==> config.mk <==
export PLATFORM = sky130hd
export DESIGN_NAME = sequence_generator
export DESIGN_NICKNAME = d
export VERILOG_FILES = /design/src/rtl/sequence_generator_pkg.sv /design/src/rtl/seq_shift_reg.sv /design/src/rtl/sequence_generator.sv
export SDC_FILE = /design/constraint.sdc
export NUM_CORES = 1
export LEC_CHECK = 0
export CORE_UTILIZATION = 35
export CTS_CLUSTER_DIAMETER = 80
export CTS_CLUSTER_SIZE = 10
export DETAILED_ROUTE_END_ITERATION = 12
export PLACE_DENSITY = 0.66
export SYNTH_ARGS = -nofsm -noshare
export SYNTH_HDL_FRONTEND = slang
export SYNTH_SLANG_ARGS = --single-unit
export TNS_END_PERCENT = 30
==> constraint.sdc <==
create_clock -name clk -period 2.59 [get_ports clk]
set_clock_uncertainty 0.1 [all_clocks]
set_input_delay 0.518 -clock clk [delete_from_list [all_inputs] [get_ports clk]]
set_output_delay 0.518 -clock clk [all_outputs]
set_load 0.05 [all_outputs]
==> src/rtl/sequence_generator_pkg.sv <==
// Shared definitions for the serial pattern transmitter: state encoding and
// default widths used as parameter defaults by the top and its shift register.
package sequence_generator_pkg;

  localparam int DEF_PAT_W = 8;
  localparam int DEF_LEN_W = 4;
  localparam int DEF_REP_W = 4;
  localparam int DEF_GAP_W = 4;

  typedef enum logic [1:0] {
    IDLE = 2'd0,
    SEND = 2'd1,
    GAP  = 2'd2,
    DONE = 2'd3
  } state_t;

endpackage

==> src/rtl/seq_shift_reg.sv <==
// Loadable left-shift register with a registered serial MSB output.
// A load presents the top bit of the used field at once and keeps the rest queued.
module seq_shift_reg
  import sequence_generator_pkg::*;
#(
  parameter int PAT_W = DEF_PAT_W,
  parameter int LEN_W = DEF_LEN_W
) (
  input  logic             clk,
  input  logic             rst,
  input  logic             load,
  input  logic             shift,
  input  logic [PAT_W-1:0] din,
  input  logic [LEN_W-1:0] len,
  output logic             sout
);

  logic [PAT_W-1:0] data;
  logic [PAT_W-1:0] aligned;

  // Push the used field pattern[len-1:0] up against the MSB; upper unused bits fall off.
  assign aligned = din << (LEN_W'(PAT_W) - len);

  always_ff @(posedge clk) begin
    if (rst) begin
      data <= '0;
      sout <= 1'b0;
    end else if (load) begin
      sout <= aligned[PAT_W-1];
      data <= aligned << 1;
    end else if (shift) begin
      sout <= data[PAT_W-1];
      data <= data << 1;
    end else begin
      sout <= 1'b0;
    end
  end

endmodule

==> src/rtl/sequence_generator.sv <==
// Serial bit-pattern transmitter: sends pattern[len-1:0] MSB-first, repeated
// rep times with gap idle cycles between repetitions, then pulses done.
module sequence_generator
  import sequence_generator_pkg::*;
#(
  parameter int PAT_W = DEF_PAT_W,
  parameter int LEN_W = DEF_LEN_W,
  parameter int REP_W = DEF_REP_W,
  parameter int GAP_W = DEF_GAP_W
) (
  input  logic             clk,
  input  logic             rst,
  input  logic             start,
  input  logic [PAT_W-1:0] pattern,
  input  logic [LEN_W-1:0] pat_len,
  input  logic [REP_W-1:0] rep,
  input  logic [GAP_W-1:0] gap,
  output logic             x,
  output logic             x_valid,
  output logic             busy,
  output logic             done
);

  state_t state, state_n;

  logic [LEN_W-1:0] bit_cnt, bit_cnt_n;
  logic [REP_W-1:0] rep_cnt, rep_cnt_n;
  logic [GAP_W-1:0] gap_cnt, gap_cnt_n;

  logic [PAT_W-1:0] sh_pattern, sh_pattern_n;
  logic [LEN_W-1:0] sh_len, sh_len_n;
  logic [GAP_W-1:0] sh_gap, sh_gap_n;

  logic [LEN_W-1:0] eff_len;
  logic [REP_W-1:0] eff_rep;

  logic             sr_load;
  logic             sr_shift;
  logic [PAT_W-1:0] sr_din;
  logic [LEN_W-1:0] sr_len;

  assign eff_len = (pat_len == '0 || pat_len > LEN_W'(PAT_W)) ? LEN_W'(PAT_W) : pat_len;
  assign eff_rep = (rep == '0) ? REP_W'(1) : rep;

  // bit_cnt holds the index of the bit currently on x; rep_cnt the repetitions still owed after this one.
  always_comb begin
    state_n      = state;
    bit_cnt_n    = bit_cnt;
    rep_cnt_n    = rep_cnt;
    gap_cnt_n    = gap_cnt;
    sh_pattern_n = sh_pattern;
    sh_len_n     = sh_len;
    sh_gap_n     = sh_gap;
    sr_load      = 1'b0;
    sr_shift     = 1'b0;
    sr_din       = sh_pattern;
    sr_len       = sh_len;

    case (state)
      IDLE, DONE: begin
        if (start) begin
          state_n      = SEND;
          sh_pattern_n = pattern;
          sh_len_n     = eff_len;
          sh_gap_n     = gap;
          bit_cnt_n    = eff_len - LEN_W'(1);
          rep_cnt_n    = eff_rep - REP_W'(1);
          sr_load      = 1'b1;
          sr_din       = pattern;
          sr_len       = eff_len;
        end else begin
          state_n = IDLE;
        end
      end
      SEND: begin
        if (bit_cnt != '0) begin
          bit_cnt_n = bit_cnt - LEN_W'(1);
          sr_shift  = 1'b1;
        end else if (rep_cnt != '0) begin
          if (sh_gap != '0) begin
            state_n   = GAP;
            gap_cnt_n = sh_gap - GAP_W'(1);
          end else begin
            bit_cnt_n = sh_len - LEN_W'(1);
            rep_cnt_n = rep_cnt - REP_W'(1);
            sr_load   = 1'b1;
          end
        end else begin
          state_n = DONE;
        end
      end
      GAP: begin
        if (gap_cnt != '0) begin
          gap_cnt_n = gap_cnt - GAP_W'(1);
        end else begin
          state_n   = SEND;
          bit_cnt_n = sh_len - LEN_W'(1);
          rep_cnt_n = rep_cnt - REP_W'(1);
          sr_load   = 1'b1;
        end
      end
      default: state_n = IDLE;
    endcase
  end

  // Status outputs are registered from the next state so they line up with x.
  always_ff @(posedge clk) begin
    if (rst) begin
      state      <= IDLE;
      bit_cnt    <= '0;
      rep_cnt    <= '0;
      gap_cnt    <= '0;
      sh_pattern <= '0;
      sh_len     <= '0;
      sh_gap     <= '0;
      x_valid    <= 1'b0;
      busy       <= 1'b0;
      done       <= 1'b0;
    end else begin
      state      <= state_n;
      bit_cnt    <= bit_cnt_n;
      rep_cnt    <= rep_cnt_n;
      gap_cnt    <= gap_cnt_n;
      sh_pattern <= sh_pattern_n;
      sh_len     <= sh_len_n;
      sh_gap     <= sh_gap_n;
      x_valid    <= (state_n == SEND);
      busy       <= (state_n == SEND) || (state_n == GAP);
      done       <= (state_n == DONE);
    end
  end

  seq_shift_reg #(
    .PAT_W(PAT_W),
    .LEN_W(LEN_W)
  ) u_shift (
    .clk  (clk),
    .rst  (rst),
    .load (sr_load),
    .shift(sr_shift),
    .din  (sr_din),
    .len  (sr_len),
    .sout (x)
  );

endmodule
==> qor.yml <==
num_rows: 30
post_drt_wl_per_cell_um: 13.50
synth_most_common_cell: "dfxtp_1"
drc: 0
grtUsageTotal_pct: 17.64
pwr-share-clk_pct: 23.1
cts_root_buffer: "clkbuf_8"
netlist_area_um2: 2536
path_cells: "inv_1, ha_1, and2_1, buf_12, mux2i_2, mux2_2, o22ai_1, mux2_4, a22o_1"
die_area_um2: 7591
cts_sinks: 41
clk_path_buf_depth: 2
cts_max_level: 2
io_pins: 27
port_buffers: 26
first_iter_violations: 121
ys_warn_count: 0
die_w_um: 87.13
drv_slew: 0
syn_to_final_growth_pct: 28.42
finalCritPeriodShare_pct: 93.46
cts.clk_slew.worst_paths_ps: 80
grt_max_degree: 20
core_area_um2: 6907
fillCellCount: 700
start_util_pct: 36.72
seqPwrFrac_pct: 38.7
synth_seq_cells: 41
status: "finished clean"
yosysTopAreaCell: "dfxtp_1"
tightest_slew_ps: 500.1
slowest_delay_ps: 380
async_reset_ff_share_pct: 0
p_sw_uw: 643.6
critPathRequiredTime_ps: 2690
n_antenna_cell: 0
ant_nets: 0
rsz0062_at_grt: "false"
cap_violations: 0
syn_nets: 330
fin_setup_tns_ps: 0
holdBufCountCts: 0
ys_types: 62
yosysSeqAreaShare_pct: 32.36
first_pass_iters: 4
synth-main-ff-cell: "dfxtp_1"
slowest_stage: "dfxtp_1"
critPathArrivalTime_ps: 2520
gp_congestion: 0.8545
switching_share_pct: 33.83
cts_resized: 0
layout-drive-gt1-share_pct: 21.41
p_int_mw: 1.259
grt_pass1_wl_um: 10430
dp_hpwl_um: 4617
dr_total_vias: 2349
clock.fmax_ghz: 0.4131
finalHoldViolCount: 0
synth-edff-count: 0
dpl.cell_count: 444
die-height_um: 87.13
multi_input_area_um2: 1608
period_minus_slack_ps: 2421
synthTopCellsByCount: "dfxtp_1, nor2_1, nand2_1"
final-seq-area_um2: 820.8
synth_top_area_share_pct: 32.36
worst-setup-path-type: "reg2reg"
cts_buffers: 5
antenna_found_initial: 0
finalWirelength_um: 6089
p_comb_share_pct: 38.1
synthTopCellsByArea: "dfxtp_1, mux2i_1, ha_1"
viasPerCell: 5.208
first_global_vias: 2311
end_kind: "flop"
path_max_fanout: 12
p_per_area_nw_per_um2: 584.2
setup-violations-final: 0
grt_overflow: 0
whs_ps: 373.6
final_cells: 451
hold_class: "reg2reg"
start_kind: "flop"
clk_latency_ps: 300
irDropWorstVdd_mv: 0.2646
synthCells: 297
slew_headroom_pct: 66.55
postCtsSetupBuffers: 0
finalNetCount: 388
cts_tree: "built"
syn_avg_cell_area_um2: 8.539
leakagePower_nw: 1.327
## worst max-delay path: cells and delay by family (launching register included)
kind / cells / cell delay [ps]
muxes: 3 / 800
DFF: 1 / 380
adders and majority gates: 1 / 310
AOI/OAI and AO/OA: 2 / 320
buffers and inverters: 2 / 230
and+or+nand+nor: 1 / 180
## flip-flops by register name, indices dropped and copies added (netlist names), 2 cells and up
name	cells
state	2
u_shift.data	7
rep_cnt	4
sh_len	4
gap_cnt	4
bit_cnt	4
sh_gap	4
sh_pattern	8
## logic make-up (layout without fill, tap and decap cells)
family          count (synthesis)  in the layout  synth area share (%)
simple gates                  105            105                 22.20
mux                            33             33                 14.16
fa+ha+maj                      10             10                 4.933
buf+inv                        27             85                 4.785
flops                          41             41                 32.36
xor+xnor                        6              6                 2.072
compound gates                 75             75                 19.49
## placed cells by master, fill, tap and decap left out, drive strengths merged, types with 9 or more instances in the layout
cell type / count
nand2: 26
dfxtp: 41
nor2: 29
nor3: 9
inv: 11
o21ai: 15
ha: 10
mux2i: 25
clkdlybuf4s50: 26
a21oi: 24
buf: 41
## layer usage
layer	vias up	track usage [%]	part of all wire (%)
li1	1192	-	-
met1	1094	21.82	48
met2	49	30.42	48
met3	14	2.938	2.7
met4	0	7.154	2.1
met5	-	0	0
## path summary, 6_finish.rpt
kind                                                   start                            to  slack [ps]  depth (start not counted)
worst min-delay path            u_shift.data[1]$_SDFFE_PP0P_  u_shift.data[1]$_SDFFE_PP0P_         370                          2
worst max register to register           state[0]$_SDFF_PP0_  u_shift.data[7]$_SDFFE_PP0P_         170                          9
worst min register to register  u_shift.data[1]$_SDFFE_PP0P_  u_shift.data[1]$_SDFFE_PP0P_         370                          2
worst max-delay path                     state[0]$_SDFF_PP0_  u_shift.data[7]$_SDFFE_PP0P_         170                          9
## power by group through the flow
stage	registers (mW)	logic (mW)	clock network (mW)
after floorplan	0.760	0.464	0
after global placement	0.750	0.706	0
after detailed placement	0.751	0.717	0
after CTS	0.736	0.721	0.453
after global routing	0.745	0.803	0.476
final	0.737	0.725	0.440
## through the flow
step	setup slack, ps	util (%)	cell area (um^2)	total power, mW
after floorplan	156.6	-	2536	1.223
after global placement	-110.5	45.71	3157	1.456
after detailed placement	-164.1	45.71	3157	1.468
after CTS	107.0	46.96	3243	1.910
after global routing	1.669	47.16	3257	2.024
final	169.3	47.16	3257	1.903
## cell type report
cell class / count / area share [%]
inverter: 11 / 1.268
sequential: 41 / 25.20
clock buffer: 7 / 2.651
tap: 96 / 3.688
multi-input combinational: 229 / 49.37
timing repair buffer: 67 / 17.83
Note: power is estimated with default switching activity, not from simulation.
